<file path="config.mk">
export PLATFORM = sky130hd
export DESIGN_NAME = req_arbiter
export DESIGN_NICKNAME = d
export VERILOG_FILES = /design/src/rtl/arb_pkg.sv /design/src/rtl/arb_prio_enc.sv /design/src/rtl/req_arbiter.sv
export SDC_FILE = /design/constraint.sdc
export NUM_CORES = 1
export LEC_CHECK = 0
export BUFFER_PORTS_ARGS = -buffer_cell sky130_fd_sc_hd__buf_2
export CAP_MARGIN = 20
export CELL_PAD_IN_SITES_DETAIL_PLACEMENT = 0
export CELL_PAD_IN_SITES_GLOBAL_PLACEMENT = 1
export CORE_MARGIN = 1
export CORE_UTILIZATION = 37
export CTS_BUF_LIST = sky130_fd_sc_hd__clkbuf_16
export CTS_CLUSTER_DIAMETER = 150
export DETAILED_ROUTE_END_ITERATION = 8
export PLACE_DENSITY_LB_ADDON = 0.1
export SYNTH_ARGS = -nofsm -noshare
export SYNTH_HDL_FRONTEND = slang
export SYNTH_SLANG_ARGS = --single-unit
</file>
<file path="constraint.sdc">
create_clock -name clk -period 1.51 [get_ports clk]
set_input_delay 0.0755 -clock clk [delete_from_list [all_inputs] [get_ports clk]]
set_output_delay 0.0755 -clock clk [all_outputs]
set_load 0.03 [all_outputs]
</file>
<file path="src/rtl/arb_pkg.sv">
// rtl/arb_pkg.sv - shared types and defaults for the request arbiter
package arb_pkg;

    typedef enum logic {
        IDLE = 1'b0,
        BUSY = 1'b1
    } state_t;

    localparam int N_REQ_DEF    = 4;
    localparam int ID_W_DEF     = 2;
    localparam int MAX_HOLD_DEF = 16;

    // MAX_HOLD=0 (unlimited) still needs a 1-bit counter so the port widths stay legal
    function automatic int hold_w(input int max_hold);
        return (max_hold < 1) ? 1 : $clog2(max_hold + 1);
    endfunction

endpackage

</file>
<file path="src/rtl/arb_prio_enc.sv">
// rtl/arb_prio_enc.sv - 4->2 priority encoder; rotates its search by last_id under ARB_ROUND_ROBIN_EN
module arb_prio_enc
    import arb_pkg::*;
#(
    parameter int N_REQ = N_REQ_DEF,
    parameter int ID_W  = ID_W_DEF
) (
    input  logic [N_REQ-1:0] req,
`ifdef ARB_ROUND_ROBIN_EN
    input  logic [ID_W-1:0]  last_id,
`endif
    output logic [ID_W-1:0]  win_id,
    output logic             win_valid
);

    logic [N_REQ-1:0] rot;
    logic [ID_W-1:0]  rot_id;
`ifdef ARB_ROUND_ROBIN_EN
    logic [ID_W-1:0]  src_idx;
`endif

    // Rotation maps requester last_id-1 onto bit N_REQ-1, so the fixed top-down
    // search below walks last_id-1, last_id-2, ... and wraps around.
    always_comb begin
        rot = '0;
`ifdef ARB_ROUND_ROBIN_EN
        src_idx = '0;
        for (int j = 0; j < N_REQ; j++) begin
            src_idx = ID_W'(j) + last_id;
            rot[j]  = req[src_idx];
        end
`else
        rot = req;
`endif
    end

    always_comb begin
        rot_id    = '0;
        win_valid = 1'b0;
        for (int j = 0; j < N_REQ; j++) begin
            if (rot[j]) begin
                rot_id    = ID_W'(j);
                win_valid = 1'b1;
            end
        end
`ifdef ARB_ROUND_ROBIN_EN
        win_id = rot_id + last_id;
`else
        win_id = rot_id;
`endif
    end

endmodule

</file>
<file path="src/rtl/req_arbiter.sv">
// rtl/req_arbiter.sv - IDLE/BUSY arbiter with registered one-hot grant and hold timeout
// Optional rotating priority via ARB_ROUND_ROBIN_EN.
module req_arbiter
    import arb_pkg::*;
#(
    parameter int N_REQ    = N_REQ_DEF,
    parameter int ID_W     = ID_W_DEF,
    parameter int MAX_HOLD = MAX_HOLD_DEF
) (
    input  logic             clk,
    input  logic             rst_n,
    input  logic [N_REQ-1:0] req,
    output logic [N_REQ-1:0] grant,
    output logic [ID_W-1:0]  grant_id,
    output logic             grant_valid,
    output logic             preempt
);

    localparam int              HOLD_W     = hold_w(MAX_HOLD);
    localparam bit              TIMEOUT_EN = (MAX_HOLD != 0);
    localparam logic [HOLD_W-1:0] HOLD_LAST = TIMEOUT_EN ? HOLD_W'(MAX_HOLD - 1) : '0;
    localparam logic [HOLD_W-1:0] HOLD_SAT  = '1;

    state_t            state_q, state_d;
    logic [N_REQ-1:0]  grant_q, grant_d;
    logic [ID_W-1:0]   grant_id_q, grant_id_d;
    logic              grant_valid_q, grant_valid_d;
    logic              preempt_q, preempt_d;
    logic [HOLD_W-1:0] hold_cnt_q, hold_cnt_d;
`ifdef ARB_ROUND_ROBIN_EN
    logic [ID_W-1:0]   last_id_q, last_id_d;
`endif

    logic [ID_W-1:0]   enc_id;
    logic              enc_valid;
    logic              owner_req;
    logic              others_req;
    logic              hold_expired;

    arb_prio_enc #(
        .N_REQ (N_REQ),
        .ID_W  (ID_W)
    ) u_enc (
        .req       (req),
`ifdef ARB_ROUND_ROBIN_EN
        .last_id   (last_id_q),
`endif
        .win_id    (enc_id),
        .win_valid (enc_valid)
    );

    always_comb begin
        owner_req    = req[grant_id_q];
        others_req   = |(req & ~grant_q);
        hold_expired = TIMEOUT_EN && (hold_cnt_q == HOLD_LAST);

        state_d       = state_q;
        grant_d       = grant_q;
        grant_id_d    = grant_id_q;
        grant_valid_d = grant_valid_q;
        preempt_d     = 1'b0;
        hold_cnt_d    = hold_cnt_q;
`ifdef ARB_ROUND_ROBIN_EN
        last_id_d     = last_id_q;
`endif

        case (state_q)
            IDLE: begin
                grant_d       = '0;
                grant_id_d    = '0;
                grant_valid_d = 1'b0;
                hold_cnt_d    = '0;
                if (enc_valid) begin
                    state_d       = BUSY;
                    grant_d       = N_REQ'(1) << enc_id;
                    grant_id_d    = enc_id;
                    grant_valid_d = 1'b1;
`ifdef ARB_ROUND_ROBIN_EN
                    last_id_d     = enc_id;
`endif
                end
            end
            BUSY: begin
                // Release wins over a simultaneous timeout, so it is tested first.
                if (!owner_req || (hold_expired && others_req)) begin
                    state_d       = IDLE;
                    grant_d       = '0;
                    grant_id_d    = '0;
                    grant_valid_d = 1'b0;
                    hold_cnt_d    = '0;
                    preempt_d     = owner_req;
                end else if (hold_expired) begin
                    hold_cnt_d = '0;
                end else if (hold_cnt_q != HOLD_SAT) begin
                    hold_cnt_d = hold_cnt_q + HOLD_W'(1);
                end
            end
            default: state_d = IDLE;
        endcase
    end

    always_ff @(posedge clk or negedge rst_n) begin
        if (!rst_n) begin
            state_q       <= IDLE;
            grant_q       <= '0;
            grant_id_q    <= '0;
            grant_valid_q <= 1'b0;
            preempt_q     <= 1'b0;
            hold_cnt_q    <= '0;
`ifdef ARB_ROUND_ROBIN_EN
            last_id_q     <= '0;
`endif
        end else begin
            state_q       <= state_d;
            grant_q       <= grant_d;
            grant_id_q    <= grant_id_d;
            grant_valid_q <= grant_valid_d;
            preempt_q     <= preempt_d;
            hold_cnt_q    <= hold_cnt_d;
`ifdef ARB_ROUND_ROBIN_EN
            last_id_q     <= last_id_d;
`endif
        end
    end

    assign grant       = grant_q;
    assign grant_id    = grant_id_q;
    assign grant_valid = grant_valid_q;
    assign preempt     = preempt_q;

endmodule

</file>
==> qor.yml, run 1 <==
timing.final.crit_share_pct: 92.84
clkPwrFrac_pct: 26.9
rsz0062_at_grt: "false"
routedWlPerCell_um: 13.41
crit_start: "grant_id[1]$_DFFE_PN0P_"
final.setup.tns_ns: 0
clock-root-buffer: "clkbuf_16"
synth.distinct_cells: 29
post-dp-hpwl_um: 1154
cp_slowest_cell: "dfrtp_1"
final_common_cell: "dfrtp_1"
fin_cells: 119
max_stage_delay_ns: 0.43
portBuffers: 13
vdd_ir_drop_max_mv: 0.7940
place_area_um2: 924.6
clkSinkCount: 14
area_delta_synth_final_pct: 32.90
avgSynthCellArea_um2: 11.58
fmax_mhz: 713.3
coreArea_mm2: 0.001962
startpoint_type: "register"
dp.cells: 113
grt_pass1_vias: 497
hold-worst-slack_ns: 0.1480
drive_gt1_share_pct: 41.30
fin_skew_ns: 0.001710
mappedNetlistNets: 74
viasPerCell: 4.916
leakage_nw: 0.4751
fp.dieW_um: 47.79
hold_viol: 0
path_cells: "mux2i_1 -> o22a_1 -> buf_4 -> a2111oi_2"
timing.slew.headroom_pct: 79.19
syn_inst: 67
worstSkewPairLatency_ns: 0.24
worstReg2RegStart: "grant_id[1]$_DFFE_PN0P_"
num_vias: 585
holdCritPathClass: "in -> reg"
timing.final.crit_period_ns: 1.402
required_ns: 1.64
numCtsBuffers: 3
crit_family: "compound AO/OA/AOI/OAI gates"
slew_violations: 0
postRouteAntennaNets: 0
setup_violations: 0
grt_max_degree: 15
p_comb_share_pct: 42.0
num_rows: 16
grt_usage_pct: 16.37
grt-ovfl-total: 0
n_antenna_cell: 0
reg2regPathDepth: 4
cell_internal_pwr_mw: 1.165
path_buf_inv: 1
cts.path.max_buffers: 2
synth_seq_area_share_pct: 45.16
final_area_mm2: 0.001031
final_cell_mix: "dfrtp_1 (14), buf_2 (13), inv_1 (9)"
grt_pass1_wl_um: 2490
die_h_um: 47.79
p_per_area_mw_per_mm2: 1786
drc_errors: 0
endpoint: "hold_cnt_q[0]$_DFFE_PN0P_"
io_pins: 14
critPathMaxFanout: 5
yosys_warnings: 0
wl_um: 1596
dr.pass1.iters: 4
htree_levels: 1
cp_data_arrival_time_ns: 1.53
worstReg2RegEnd: "hold_cnt_q[0]$_DFFE_PN0P_"
dieArea_mm2: 0.002284
first_iter_violations: 5
rrSetupSlack_ns: 0.11
p_sw_uw: 676.5
antenna_found_initial: 0
cts.clk_slew.worst_paths_ns: 0.05
cp.depth: 4
initial_core_util_pct: 39.54
worstMarginPinSlew_ns: 0.3121
cp-end-kind: "register"
syn-cell-area_um2: 775.7
maxCapViolations: 0
ys_ff_latch: 14
seqPwrFrac_pct: 31.1
status: "finished clean"
cts_tree: "done"
swShare_pct: 36.75
fin_nets: 100
critical_path_class: "reg -> reg"
routabilityCongestion: 0.7777
==> sequential cells by signal (all words and copies together) (netlist names) <==
name         cells
grant            4
preempt          1
hold_cnt_q       5
state_q          1
grant_valid      1
grant_id         2
==> metal layers <==
layer / global-route usage [%] / part of all wire [%] / vias to the layer above / wire, um
li1: - / - / 295 / -
met1: 23.70 / 49 / 283 / 784
met2: 24.59 / 48 / 5 / 773
met3: 3.396 / 1.9 / 2 / 31
met4: 5.000 / 0.44 / 0 / 7
met5: 0 / 0 / - / 0
==> synth_stat cells <==
cell | count | area [um^2]
a21oi_1 | 2 | 10.01
o32ai_2 | 3 | 48.80
nor2b_1 | 1 | 6.260
nand2b_1 | 5 | 31.28
a41oi_2 | 1 | 16.27
o21bai_1 | 1 | 7.510
and3_1 | 1 | 6.260
o31ai_2 | 3 | 37.54
a2111oi_2 | 1 | 15.01
nand2_1 | 1 | 3.750
buf_6 | 2 | 22.52
ha_1 | 1 | 12.51
o32ai_1 | 1 | 8.760
o22a_1 | 1 | 8.760
a21bo_2 | 1 | 10.01
nand3b_1 | 1 | 7.510
and2b_1 | 1 | 7.510
nor4_4 | 1 | 21.27
a211oi_2 | 1 | 12.51
mux2i_1 | 3 | 30.03
inv_1 | 9 | 33.78
o21ai_0 | 2 | 10.01
nand3_1 | 1 | 5.000
nor2_1 | 3 | 11.26
nor3_1 | 1 | 5.000
nand4_1 | 1 | 6.260
dfrtp_1 | 14 | 350.3
nand4b_1 | 2 | 17.52
or3_1 | 2 | 12.51
==> power groups by stage <==
stage	Combinational, mW	Clock, mW	Sequential (mW)
final	0.773	0.496	0.572
after global routing	0.840	0.533	0.589
after CTS	0.768	0.507	0.567
after detailed placement	0.759	0	0.572
after global placement	0.756	0	0.570
after floorplan	0.369	0	0.714
==> area by class of cell <==
cell class / count / area, um^2
sequential: 14 / 350.3
timing repair buffer: 23 / 155.1
fill: 200 / 930.9
inverter: 9 / 33.78
clock buffer: 3 / 75.07
multi-input combinational: 42 / 379.1
clock inverter: 1 / 3.754
tap: 27 / 33.78
==> worst min-delay path by stage <==
stage / endpoint / startpoint / depth (start not counted) / slack (ns)
after floorplan: grant[0]$_DFFE_PN0P_ / rst_n / 0 / -0.22
after global placement: grant_id[1]$_DFFE_PN0P_ / rst_n / 1 / -0.003
after detailed placement: grant_id[1]$_DFFE_PN0P_ / rst_n / 1 / -0.009
after CTS: grant[3]$_DFFE_PN0P_ / req[3] / 3 / 0.15
after global routing: grant[3]$_DFFE_PN0P_ / req[3] / 3 / 0.17
final: grant[3]$_DFFE_PN0P_ / req[3] / 3 / 0.15
==> kinds of logic after synthesis <==
family	count (synthesis)	share of synthesized area [%]
simple gates	21	18.23
mux	3	3.871
compound gates	17	23.87
fa+ha+maj	1	1.613
buf+inv	11	7.258
flops	14	45.16
==> what timing repair did <==
action                                  CTS  global route
endpoints found under the setup margin    0             3
resized for setup                         0             2
hold buffers                              1             0
setup buffers                             0             1
endpoints found under the hold margin    14             0
==> through the flow <==
| stage | setup slack (ns) | util, % | power (mW) |
|---|---|---|---|
| after floorplan | 0.02686 | - | 1.083 |
| after global placement | 0.1195 | 47.13 | 1.326 |
| after detailed placement | 0.09431 | 47.13 | 1.331 |
| after CTS | 0.07136 | 51.66 | 1.843 |
| after global routing | 0.01367 | 52.55 | 1.961 |
| final | 0.1081 | 52.55 | 1.841 |
==> tightest hold or removal path: stages <==
cell     delay (ns)
buf_2          0.14
inv_1          0.07
o32ai_2        0.06
Note: power is estimated with default switching activity, not from simulation.
==> inputs of run 2 (changes only) <==
--- a/config.mk
+++ b/config.mk
@@ -5,16 +5,16 @@
 export SDC_FILE = /design/constraint.sdc
 export NUM_CORES = 1
 export LEC_CHECK = 0
+export ABC_AREA = 1
 export BUFFER_PORTS_ARGS = -buffer_cell sky130_fd_sc_hd__buf_2
-export CAP_MARGIN = 20
 export CELL_PAD_IN_SITES_DETAIL_PLACEMENT = 0
 export CELL_PAD_IN_SITES_GLOBAL_PLACEMENT = 1
 export CORE_MARGIN = 1
-export CORE_UTILIZATION = 37
+export CORE_UTILIZATION = 35
 export CTS_BUF_LIST = sky130_fd_sc_hd__clkbuf_16
 export CTS_CLUSTER_DIAMETER = 150
 export DETAILED_ROUTE_END_ITERATION = 8
-export PLACE_DENSITY_LB_ADDON = 0.1
+export PLACE_DENSITY = 0.78
 export SYNTH_ARGS = -nofsm -noshare
 export SYNTH_HDL_FRONTEND = slang
 export SYNTH_SLANG_ARGS = --single-unit
==> qor.yml, run 2 <==
status: "finished clean"  # unchanged
cts.clk_slew.worst_paths_ns: 0.05  # about the same
timing.final.crit_share_pct: 89.91  # was 92.84%
timing.final.crit_period_ns: 1.358  # was 1.402 ns
yosysMostFrequentCell: "nand2_1"  # was dfrtp_1
fin_cells: 135  # was 119
io_pins: 14  # unchanged
cts_tree: "done"  # unchanged
hold-worst-slack_ns: 0.1228  # was 0.1480 ns
grt_pass1_wl_um: 2587  # was 2490 um
grt_pass1_vias: 577  # was 497
clkSinkCount: 14  # unchanged
fp.dieW_um: 48.62  # was 47.79 um
synth_seq_area_share_pct: 46.05  # was 45.16%
yosys.area.top_type: "dfrtp_1"  # unchanged
initial_core_util_pct: 38.00  # was 39.54%
clkPwrFrac_pct: 27.8  # was 26.9%
num_vias: 648  # was 585
maxCapViolations: 0  # unchanged
rsz0062_at_grt: "false"  # unchanged
first_iter_violations: 10  # was 5
antenna_found_initial: 0  # unchanged
final_cell_mix: "nand2_1 (27), dfrtp_1 (14), buf_2 (13)"  # was dfrtp_1 (14), buf_2 (13), inv_1 (9)
dr.pass1.iters: 4  # unchanged
final_area_um2: 948.4  # was 0.001031 mm^2
postRouteAntennaNets: 0  # unchanged
p_comb_share_pct: 40.6  # was 42.0%
hold_viol: 0  # unchanged
clock-root-buffer: "clkbuf_16"  # unchanged
synthTopCellsByArea: "dfrtp_1 (46%), nand2_1 (13%), nand3_1 (5.9%), nor2_2 (5.8%), inv_1 (5.4%)"  # was dfrtp_1 (45%), o32ai_2 (6.3%), o31ai_2 (4.8%), inv_1 (4.4%), nand2b_1 (4.0%)
dp.cells: 130  # was 113
post-dp-hpwl_um: 1100  # was 1154 um
cp-end-kind: "register"  # unchanged
fill_cells: 196  # was 200
cts_resized: 0  # unchanged
dieArea_mm2: 0.002364  # was 0.002284 mm^2
final_common_cell: "nand2_1"  # was dfrtp_1
yosys_warnings: 0  # unchanged
portBuffers: 13  # unchanged
synthArstFlopShare_pct: 100.0  # unchanged
avgSynthCellArea_um2: 8.453  # was 11.58 um^2
fmax_mhz: 736.6  # was 713.3 MHz
num_rows: 16  # unchanged
setup_violations: 0  # unchanged
fin_nets: 116  # was 100
required_ns: 1.63  # was 1.64 ns
syn-cell-area_um2: 760.7  # was 775.7 um^2
place_area_um2: 859.6  # was 924.6 um^2
p_per_area_mw_per_mm2: 1924  # was 1786 mW/mm^2
regMostFlops: "hold_cnt_q"  # unchanged
mappedNetlistNets: 97  # was 74
wl_um: 1526  # was 1596 um
startpoint_type: "register"  # unchanged
area_delta_synth_final_pct: 24.67  # was 32.90%
routedWlPerCell_um: 11.30  # was 13.41 um
timing.slew.headroom_pct: 73.80  # was 79.19%
grt-ovfl-total: 0  # unchanged
swShare_pct: 41.84  # was 36.75%
coreArea_mm2: 0.002002  # was 0.001962 mm^2
cts.path.max_buffers: 2  # unchanged
synth.distinct_cells: 20  # was 29
netlist.area_leader.share_pct: 46.05  # was 45.16%
vdd_ir_drop_max_mv: 0.7080  # was 0.7940 mV
slew_violations: 0  # unchanged
critPathMaxFanout: 9  # was 5
worstMarginPinSlew_ns: 0.3897  # was 0.3121 ns
syn_inst: 90  # was 67
htree_levels: 1  # unchanged
fin_skew_ns: 0.001112  # was 0.001710 ns
leakage_nw: 0.4898  # was 0.4751 nW
routabilityCongestion: 0.7828  # was 0.7777
synthTopCellsByCount: "nand2_1 (27), dfrtp_1 (14), inv_1 (11)"  # was dfrtp_1 (14), inv_1 (9), nand2b_1 (5)
grt_max_degree: 15  # unchanged
worstSkewPairLatency_ns: 0.24  # about the same
largest_reg_flops: 5  # unchanged
critical_path_class: "reg -> reg"  # unchanged
drive_gt1_share_pct: 30.56  # was 41.30%
cell_internal_pwr_mw: 1.061  # was 1.165 mW
numCtsBuffers: 3  # unchanged
p_sw_uw: 763.3  # was 676.5 uW
synth_ff_type: "dfrtp_1"  # unchanged
viasPerCell: 4.800  # was 4.916
ys_ff_latch: 14  # unchanged
grt_usage_pct: 15.30  # was 16.37%
synth_edf_count: 0  # unchanged
final.setup.tns_ns: 0  # unchanged
cp_data_arrival_time_ns: 1.47  # was 1.53 ns
n_antenna_cell: 0  # unchanged
holdCritPathClass: "in -> reg"  # unchanged
die_h_um: 48.62  # was 47.79 um
seqPwrFrac_pct: 31.6  # was 31.1%
drc_errors: 0  # unchanged
==> run 2: layout make-up <==
type	instances	area (um^2)	share of cell area [%]
repair buffers	14	75.07	7.916
well taps	27	33.78	3.562
flip-flops and latches	14	350.3	36.94
inverters	13	48.80	5.145
multi-input cells	63	361.6	38.13
clock buffers	3	75.07	7.916
clock inverters	1	3.754	0.3958
==> run 2: routing by layer <==
layer / wire (um) / share of wire [%] / global-route usage [%]
met3: 59 / 3.9 / 3.774
met4: 57 / 3.7 / 13.24
met5: 0 / 0 / 0
met1: 718 / 47 / 19.76
met2: 690 / 45 / 21.06
==> run 2: final timing paths <==
check                                          startpoint                      end  slack [ns]  cells after the start
worst max-delay path            hold_cnt_q[0]$_DFFE_PN0P_        state_q$_DFF_PN0_        0.15                      6
worst min-delay path                               req[3]     grant[3]$_DFFE_PN0P_        0.12                      3
worst max register to register  hold_cnt_q[0]$_DFFE_PN0P_        state_q$_DFF_PN0_        0.15                      6
worst min register to register          state_q$_DFF_PN0_  grant_id[0]$_DFFE_PN0P_        0.51                      2
max in group asynchronous                           rst_n        state_q$_DFF_PN0_        1.01                      2
min in group asynchronous                           rst_n  grant_valid$_DFFE_PN0P_        0.25                      2
==> run 2: timing repair <==
item	in CTS	in global routing
hold buffers	1	0
endpoints found under the hold margin	14	0
setup buffers	0	0
==> run 2: metrics by stage <==
stage | setup slack (ns) | util, % | power [mW]
2_1_floorplan | 0.2887 | - | 1.142
4_1_cts | 0.1524 | 47.38 | 1.844
3_5_place_dp | 0.1609 | 42.94 | 1.326
5_1_grt | 0.05129 | 47.38 | 1.955
6_report | 0.1524 | 47.38 | 1.824
3_3_place_gp | 0.2192 | 42.94 | 1.310
==> run 2: cell families after synthesis <==
kind of cell,Yosys count,share of synthesized area [%]
flops,14,46.05
buf+inv,13,6.415
compound gates,7,7.238
simple gates,55,38.65
fa+ha+maj,1,1.644
==> run 2: critical path, cell delays in order, from the launching register on <==
cell     delay (ns)
dfrtp_1        0.41
ha_1           0.23
nand3_2        0.12
nor2_2         0.14
o21ai_4        0.13
nand2_4        0.14
nand2_1        0.06
==> run 2: power groups by stage <==
stage / clock network [mW] / registers (mW) / logic, mW
after detailed placement: 0 / 0.582 / 0.744
after CTS: 0.520 / 0.577 / 0.748
final: 0.507 / 0.576 / 0.741
after floorplan: 0 / 0.705 / 0.437
after global routing: 0.539 / 0.594 / 0.822
after global placement: 0 / 0.577 / 0.733
